File: src/rtl/puf_challenge_gen.sv
// PUF challenge generator: Fibonacci XNOR LFSR stepped by a ready/valid consumer,
// with seeded runs of a programmable length, period-wrap detection and lockup-seed rejection.
module puf_challenge_gen #(
  parameter int WIDTH = 8,
  parameter int CNT_W = 16
) (
  input  logic             clk,
  input  logic             rst,
  input  logic             en,
  input  logic             seed_dv,
  input  logic [WIDTH-1:0] seed,
  input  logic             start,
  input  logic [CNT_W-1:0] num_chal,
  input  logic             chal_ready,
  output logic [WIDTH-1:0] chal_out,
  output logic             chal_valid,
  output logic             busy,
  output logic             done,
  output logic             period_wrap,
  output logic             lockup_err
);

  typedef enum logic [1:0] {IDLE, RUN, DONE} state_t;

  // Maximal-length XNOR taps; tap n maps to state bit n-1.
  function automatic logic [31:0] tap_mask(input int w);
    case (w)
      3:       return 32'h0000_0006;
      4:       return 32'h0000_000C;
      5:       return 32'h0000_0014;
      6:       return 32'h0000_0030;
      7:       return 32'h0000_0060;
      8:       return 32'h0000_00B8;
      9:       return 32'h0000_0110;
      10:      return 32'h0000_0240;
      11:      return 32'h0000_0500;
      12:      return 32'h0000_0829;
      13:      return 32'h0000_100D;
      14:      return 32'h0000_2015;
      15:      return 32'h0000_6000;
      16:      return 32'h0000_D008;
      17:      return 32'h0001_2000;
      18:      return 32'h0002_0400;
      19:      return 32'h0004_0023;
      20:      return 32'h0009_0000;
      21:      return 32'h0014_0000;
      22:      return 32'h0030_0000;
      23:      return 32'h0042_0000;
      24:      return 32'h00E1_0000;
      25:      return 32'h0120_0000;
      26:      return 32'h0200_0023;
      27:      return 32'h0400_0013;
      28:      return 32'h0900_0000;
      29:      return 32'h1400_0000;
      30:      return 32'h2000_0029;
      31:      return 32'h4800_0000;
      32:      return 32'h8020_0003;
      default: return 32'h0000_0000;
    endcase
  endfunction

  localparam logic [31:0]      TAP_MASK = tap_mask(WIDTH);
  localparam logic [WIDTH-1:0] ALL_ONES = '1;

  function automatic logic [WIDTH-1:0] lfsr_step(input logic [WIDTH-1:0] v);
    return {v[WIDTH-2:0], ~^(v & TAP_MASK[WIDTH-1:0])};
  endfunction

  state_t           state;
  logic [WIDTH-1:0] s;
  logic [WIDTH-1:0] seed_q;
  logic [CNT_W-1:0] remaining;

  logic             seed_acc;
  logic             seed_ok;
  logic             lock_nxt;
  logic             start_acc;
  logic             handshake;
  logic [WIDTH-1:0] s_adv;
  logic [WIDTH-1:0] s_start;

  // A seed accepted in the same cycle as start takes effect before the run begins,
  // including its effect on the lockup flag.
  always_comb begin
    seed_acc  = en & seed_dv;
    seed_ok   = (seed != ALL_ONES);
    lock_nxt  = seed_acc ? ~seed_ok : lockup_err;
    start_acc = en & start & (num_chal != '0) & ~lock_nxt;
    s_start   = (seed_acc & seed_ok) ? seed : s;
    handshake = chal_valid & chal_ready;
    s_adv     = lfsr_step(s);
  end

  always_ff @(posedge clk or posedge rst) begin
    if (rst) begin
      state       <= IDLE;
      s           <= '0;
      seed_q      <= '0;
      remaining   <= '0;
      lockup_err  <= 1'b0;
      chal_out    <= '0;
      chal_valid  <= 1'b0;
      busy        <= 1'b0;
      done        <= 1'b0;
      period_wrap <= 1'b0;
    end else begin
      done        <= 1'b0;
      period_wrap <= 1'b0;
      case (state)
        IDLE: begin
          if (seed_acc) begin
            if (seed_ok) begin
              s      <= seed;
              seed_q <= seed;
            end
            lockup_err <= ~seed_ok;
          end
          if (start_acc) begin
            state      <= RUN;
            remaining  <= num_chal;
            chal_out   <= s_start;
            chal_valid <= 1'b1;
            busy       <= 1'b1;
          end
        end
        RUN: begin
          if (handshake) begin
            s           <= s_adv;
            period_wrap <= (s_adv == seed_q);
            if (remaining <= CNT_W'(1)) begin
              state      <= DONE;
              remaining  <= '0;
              chal_out   <= '0;
              chal_valid <= 1'b0;
              busy       <= 1'b0;
              done       <= 1'b1;
            end else begin
              remaining <= remaining - CNT_W'(1);
              chal_out  <= s_adv;
            end
          end
        end
        DONE:    state <= IDLE;
        default: state <= IDLE;
      endcase
    end
  end

endmodule

File: config.mk
export PLATFORM = sky130hd
export DESIGN_NAME = puf_challenge_gen
export DESIGN_NICKNAME = d
export VERILOG_FILES = /design/src/rtl/puf_challenge_gen.sv
export SDC_FILE = /design/constraint.sdc
export NUM_CORES = 1
export LEC_CHECK = 0
export CAP_MARGIN = 20
export CORE_UTILIZATION = 30
export CTS_CLUSTER_SIZE = 25
export DETAILED_ROUTE_END_ITERATION = 16
export MAX_ROUTING_LAYER = met4
export PLACE_DENSITY = 0.57
export SYNTH_ARGS = -nofsm -noshare
export SYNTH_HDL_FRONTEND = slang
export SYNTH_SLANG_ARGS = --single-unit
File: constraint.sdc
create_clock -name clk -period 2.38 [get_ports clk]
set_input_delay 0.238 -clock clk [delete_from_list [all_inputs] [get_ports clk]]
set_output_delay 0.238 -clock clk [all_outputs]
set_load 0.02 [all_outputs]
==> Yosys cells after proc, flatten, opt, wreduce, memory -nomap -nowiden <==
Cells that the tools add are included.
{ "classes": {"n_addsub": 1, "order_cmp": 1, "n_eq_ne": 8, "n_mux": 27, "bitwise": 8, "n_reduce_logical": 9} }
{ "op_table": {"columns": ["cell", "n"], "rows": [
  ["two-way mux 8 bit", 7],
  ["two-way mux 16 bit", 3],
  ["one-hot mux 16 bit (2 select lines)", 1],
  ["one-hot mux 8 bit (2 select lines)", 2],
  ["less-or-equal comparator 16 x 1 -> 1 bit, second input constant", 1],
  ["nonzero test 16 bit", 1],
  ["subtractor 16 x 1 -> 16 bit, second input constant", 1],
  ["inequality test 2 bit, second input constant", 5],
  ["two-way mux 1 bit", 9],
  ["AND reduction 3 bit", 3],
  ["== test 8 bit", 1],
  ["inequality test 8 bit, second input constant", 1],
  ["AND reduction 4 bit", 2],
  ["XNOR reduction 8 bit", 1],
  ["AND 1 bit", 6],
  ["two-way mux 2 bit", 3],
  ["one-hot mux 2 bit (2 select lines)", 1],
  ["== test 2 x 1 -> 1 bit, second input constant", 1],
  ["logical NOT 2 bit", 1],
  ["NOT 1 bit", 2],
  ["one-hot mux 1 bit (2 select lines)", 1],
  ["nonzero test 2 bit", 1]
]} }
{ "totals": {"ff_bits": 46, "input_bits": 30, "out_inout_bits": 13, "wordCells": 63} }

==> Longest topological paths before layout <==
{ "logic_depth": {"word_depth": 7, "mapped_depth": 8, "depth_no_buf": 7} }

==> Worst setup path after synthesis <==
OpenSTA, ideal clock, no wires.
{ "synth_path": {"path_type": "reg2reg", "from": "register remaining[12]", "to": "register remaining[0]", "t_arrival_ns": 1.720, "slack_ns": 0.530, "path_stages_with_launch": 7, "n_path_buf": 1, "period_less_slack_ns": 1.850, "path_cell_list": "dfrtp_1 > or4_4 > nor3_4 > a21oi_2 > buf_6 > a221oi_4 > a21oi_2"} }
{ "synth_via": {"elab_chain_cells": 4} }
{ "synth_lines": {"columns": ["element", "line", "source"], "rows": [
  ["from (decl)", "72", "logic [CNT_W-1:0] remaining;"],
  ["from (signal assigned)", "120", "remaining <= num_chal;"],
  ["from (signal assigned)", "138", "remaining <= remaining - CNT_W'(1);"],
  ["less-or-equal comparator 16 x 1 -> 1 bit", "130", "if (remaining <= CNT_W'(1)) begin"],
  ["two-way mux 16 bit", "130", null],
  ["two-way mux 16 bit", "127", "if (handshake) begin"],
  ["one-hot mux 16 bit (2 select lines)", "109", "case (state)"]
]} }
Every way passes these cells. The select of a mux whose other input is x is not followed.
A chain may end at the register's enable or synchronous reset.

==> Worst setup path in the final report <==
{ "layout_path": {"from": "register remaining[0]", "to": "register remaining[6]"} }
{ "layout_via": {"elab_chain_cells": 4, "word_cells_on_any_way": 5, "classes_between": "add/sub: 1; order compare: 1; mux: 3"} }
{ "layout_lines": {"columns": ["element", "line"], "rows": [
  ["subtractor 16 x 1 -> 16 bit or less-or-equal comparator 16 x 1 -> 1 bit (tied branches)", "138, 130"],
  ["two-way mux 16 bit (*)", "130"],
  ["two-way mux 16 bit (*)", "127"],
  ["one-hot mux 16 bit (2 select lines) (*)", "109"]
]} }
Every way passes the cells marked *; elsewhere a longest branch is shown, timed or not. The select of a mux whose other input is x is not followed.

==> key figures <==
Global route
  – Vias in the first global route: 2380
  – GR Overflow Total: 0
  – Pin count of the biggest net entering global routing: 27
  – Initial antenna violation count: 0
  – First-pass GRT wire length: 12190 um
  – Total GRT Usage: 16.31%

Clocking
  – CTS Buf Count: 5
  – Post-CTS Hold Fix Bufs: 0
  – Reg clk slew, reported paths: 0.09 ns
  – H-tree Lvls: 2
  – Number of gates resized after CTS: 0
  – Number of clock sinks: 46
  – Root Buffer: clkbuf_8
  – Postcts setup bufs: 0
  – CTS max path bufs: 2
  – Clock latency on the worst-skew pair: 0.30 ns
  – CTS tree: built

Drt
  – Final WL: 7159 um
  – DRC: 0
  – 1st-iter DRT viols: 86
  – Avg Vias per Cell: 5.366
  – Post-DRT Antenna Nets: 0
  – Via Count: 2388
  – Routed len/inst: 16.09 um
  – TritonRoute pass-1 iters: 4

Die
  – Die width: 97.20 um
  – Row count: 34
  – I/O pins: 43
  – Initial core utilization: 31.03%
  – Chip Height: 97.20 um
  – Area of the core: 0.008763 mm2
  – Die ar.: 0.009448 mm2

Timing
  – RSZ-0062 raised after global routing: false
  – Max Slew Vio Count: 0
  – Setup violators final: 0
  – Final period util: 88.76%
  – Hold_ws: 0.2143 ns
  – Setup TNS: 0 ns
  – Max-slew headroom: 65.49%
  – Min cycle time layout: 2.112 ns
  – Tightest Pin Transition: 0.5177 ns
  – Clock skew: 0.009090 ns
  – Max Clock Freq: 473.4 MHz
  – Final Hold Viols: 0

Setup path
  – Max FO, Critical Path: 6
  – Critical setup path kind: reg2reg
  – CP startpoint: remaining[0]
  – Worst endpoint data arrival time: 2.35 ns
  – WP data required: 2.62 ns
  – Critical Path Sink Type: register
  – R2R Setup Slk: 0.27 ns
  – Setup crit end: remaining[6]
  – FF-to-FF path depth: 8
  – Origin of the critical flop-to-flop path: remaining[0]
  – Crit start category: register
  – Reg2reg end: remaining[6]

Cells and area
  – Fillcell total: 900
  – Multi-input logic area: 0.001435 mm2
  – Layout area overhead: 26.69%
  – Nets@finish: 368
  – Commonest non-fill, non-tap cell in the layout: dfrtp_1
  – Register area: 0.001151 mm2
  – Fin util: 39.31%
  – Most frequent cells in the layout: dfrtp_1 (46), clkdlybuf4s50_1 (42), nand2_1 (26)
  – Share of cells above drive strength 1: 15.43%
  – ANT cells: 0
  – Fin area: 0.003445 mm2

Synthesis
  – Mapped Nets: 315
  – Yosys warns: 0
  – Ys async rst share: 100.0%
  – Syn_area_per_cell: 9.607 um2
  – Post-synth EDFFs: 0
  – Seq/Total Area, Yosys: 42.34%
  – Post-synthesis cell type count: 56
  – Main synth FF type: dfrtp_1
  – Synth Instances: 283
  – Synth Cell Area: 0.002719 mm2
  – #FFs+latches synth: 46

Power and ir drop
  – Total power: 2.514 mW
  – IR drop worst, VDD: 0.2601 mV
  – Leak: 1.420 nW
  – Pwr dens: 729.8 mW/mm2

Outcome
  – Outcome: completed

Placed design
  – HPWL Detailed: 5297 um
  – Dpl cell area: 0.003353 mm2
  – I/O Buffers: 42
  – Placer Congestion: 0.8378

Job
  – Max Cap Violations: 0

Min path
  – Worst Hold Class: in2async
## power by group
group          total [mW]  leakage (nW)  switching, mW  internal (mW)
logic               0.841         0.802          0.433          0.408
registers            1.16         0.570          0.206          0.958
clock network       0.508        0.0482          0.273          0.235
## cell families after synthesis
logic type / synth area share [%]
and+or+nand+nor: 17.03
DFF: 42.34
adders and majority gates: 0.9202
AOI/OAI and AO/OA: 23.84
xor gates and xnor gates: 3.543
buffers and inverters: 4.878
muxes: 7.455
## worst max-delay path, cell delays in order (launching register included)
cell     delay (ns)
dfrtp_1        0.44
inv_1          0.14
ha_1           0.24
nor2_1         0.25
nor3_4         0.11
a21o_1         0.20
buf_4          0.16
o41ai_1        0.32
a22o_1         0.20
## per-layer routing
| layer | vias up | track usage [%] | wire length, um |
|---|---|---|---|
| met4 | 0 | 4.937 | 82 |
| li1 | 1167 | - | - |
| met3 | 5 | 1.799 | 293 |
| met1 | 1154 | 22.86 | 3481 |
| met2 | 62 | 24.81 | 3302 |
| met5 | - | - | 0 |
## worst min path at each step
stage,from,end,slack [ns]
floorplan,seed[0],seed_q[0],0.39
detailed placement,chal_out[7],chal_out[7],0.48
global route,rst,seed_q[0],0.25
CTS,rst,seed_q[0],0.23
global placement,chal_out[0],chal_out[0],0.47
finish,rst,seed_q[0],0.21
## flip-flops by register name, summed over array words and instances (netlist names)
signal       flops
remaining       16
state            2
busy             1
done             1
lockup_err       1
s                8
chal_out         8
seed_q           8
period_wrap      1
## area by class of cell
cell class              count  area share [%]
well taps                 108           3.923
clock buffers               7           2.506
flip-flops and latches     46           33.42
inverters                  11           1.199
multi-input cells         209           41.66
repair buffers             63           17.14
clock inverters             1          0.1453
## synthesized netlist by cell type (4+ instances only)
master	count	area share [%]
a31oi_1	4	0.92
o2bb2ai_1	6	1.9
mux2i_1	9	3.3
nor2_1	24	3.3
xor2_1	4	1.3
o21ai_0	20	3.7
xnor2_1	7	2.3
nand2_1	26	3.6
a21oi_1	11	2.0
nand3_1	5	0.92
nor4_1	5	1.2
nor3_1	7	1.3
nand4_1	4	0.92
a41oi_1	4	1.3
and2_1	4	0.92
dfrtp_1	46	42
a32oi_1	6	1.9
buf_2	7	1.3
clkbuf_1	5	0.69
inv_1	11	1.5
mux2_2	10	4.1
o221ai_1	4	1.3
o22ai_1	4	0.92
## metrics by stage
step	setup WS, ns	cells
after floorplan	0.5296	283
after global placement	0.2232	437
after detailed placement	0.2189	437
after CTS	0.2749	445
after global routing	0.08073	445
final	0.2676	445
(Power assumes the default switching activity.)
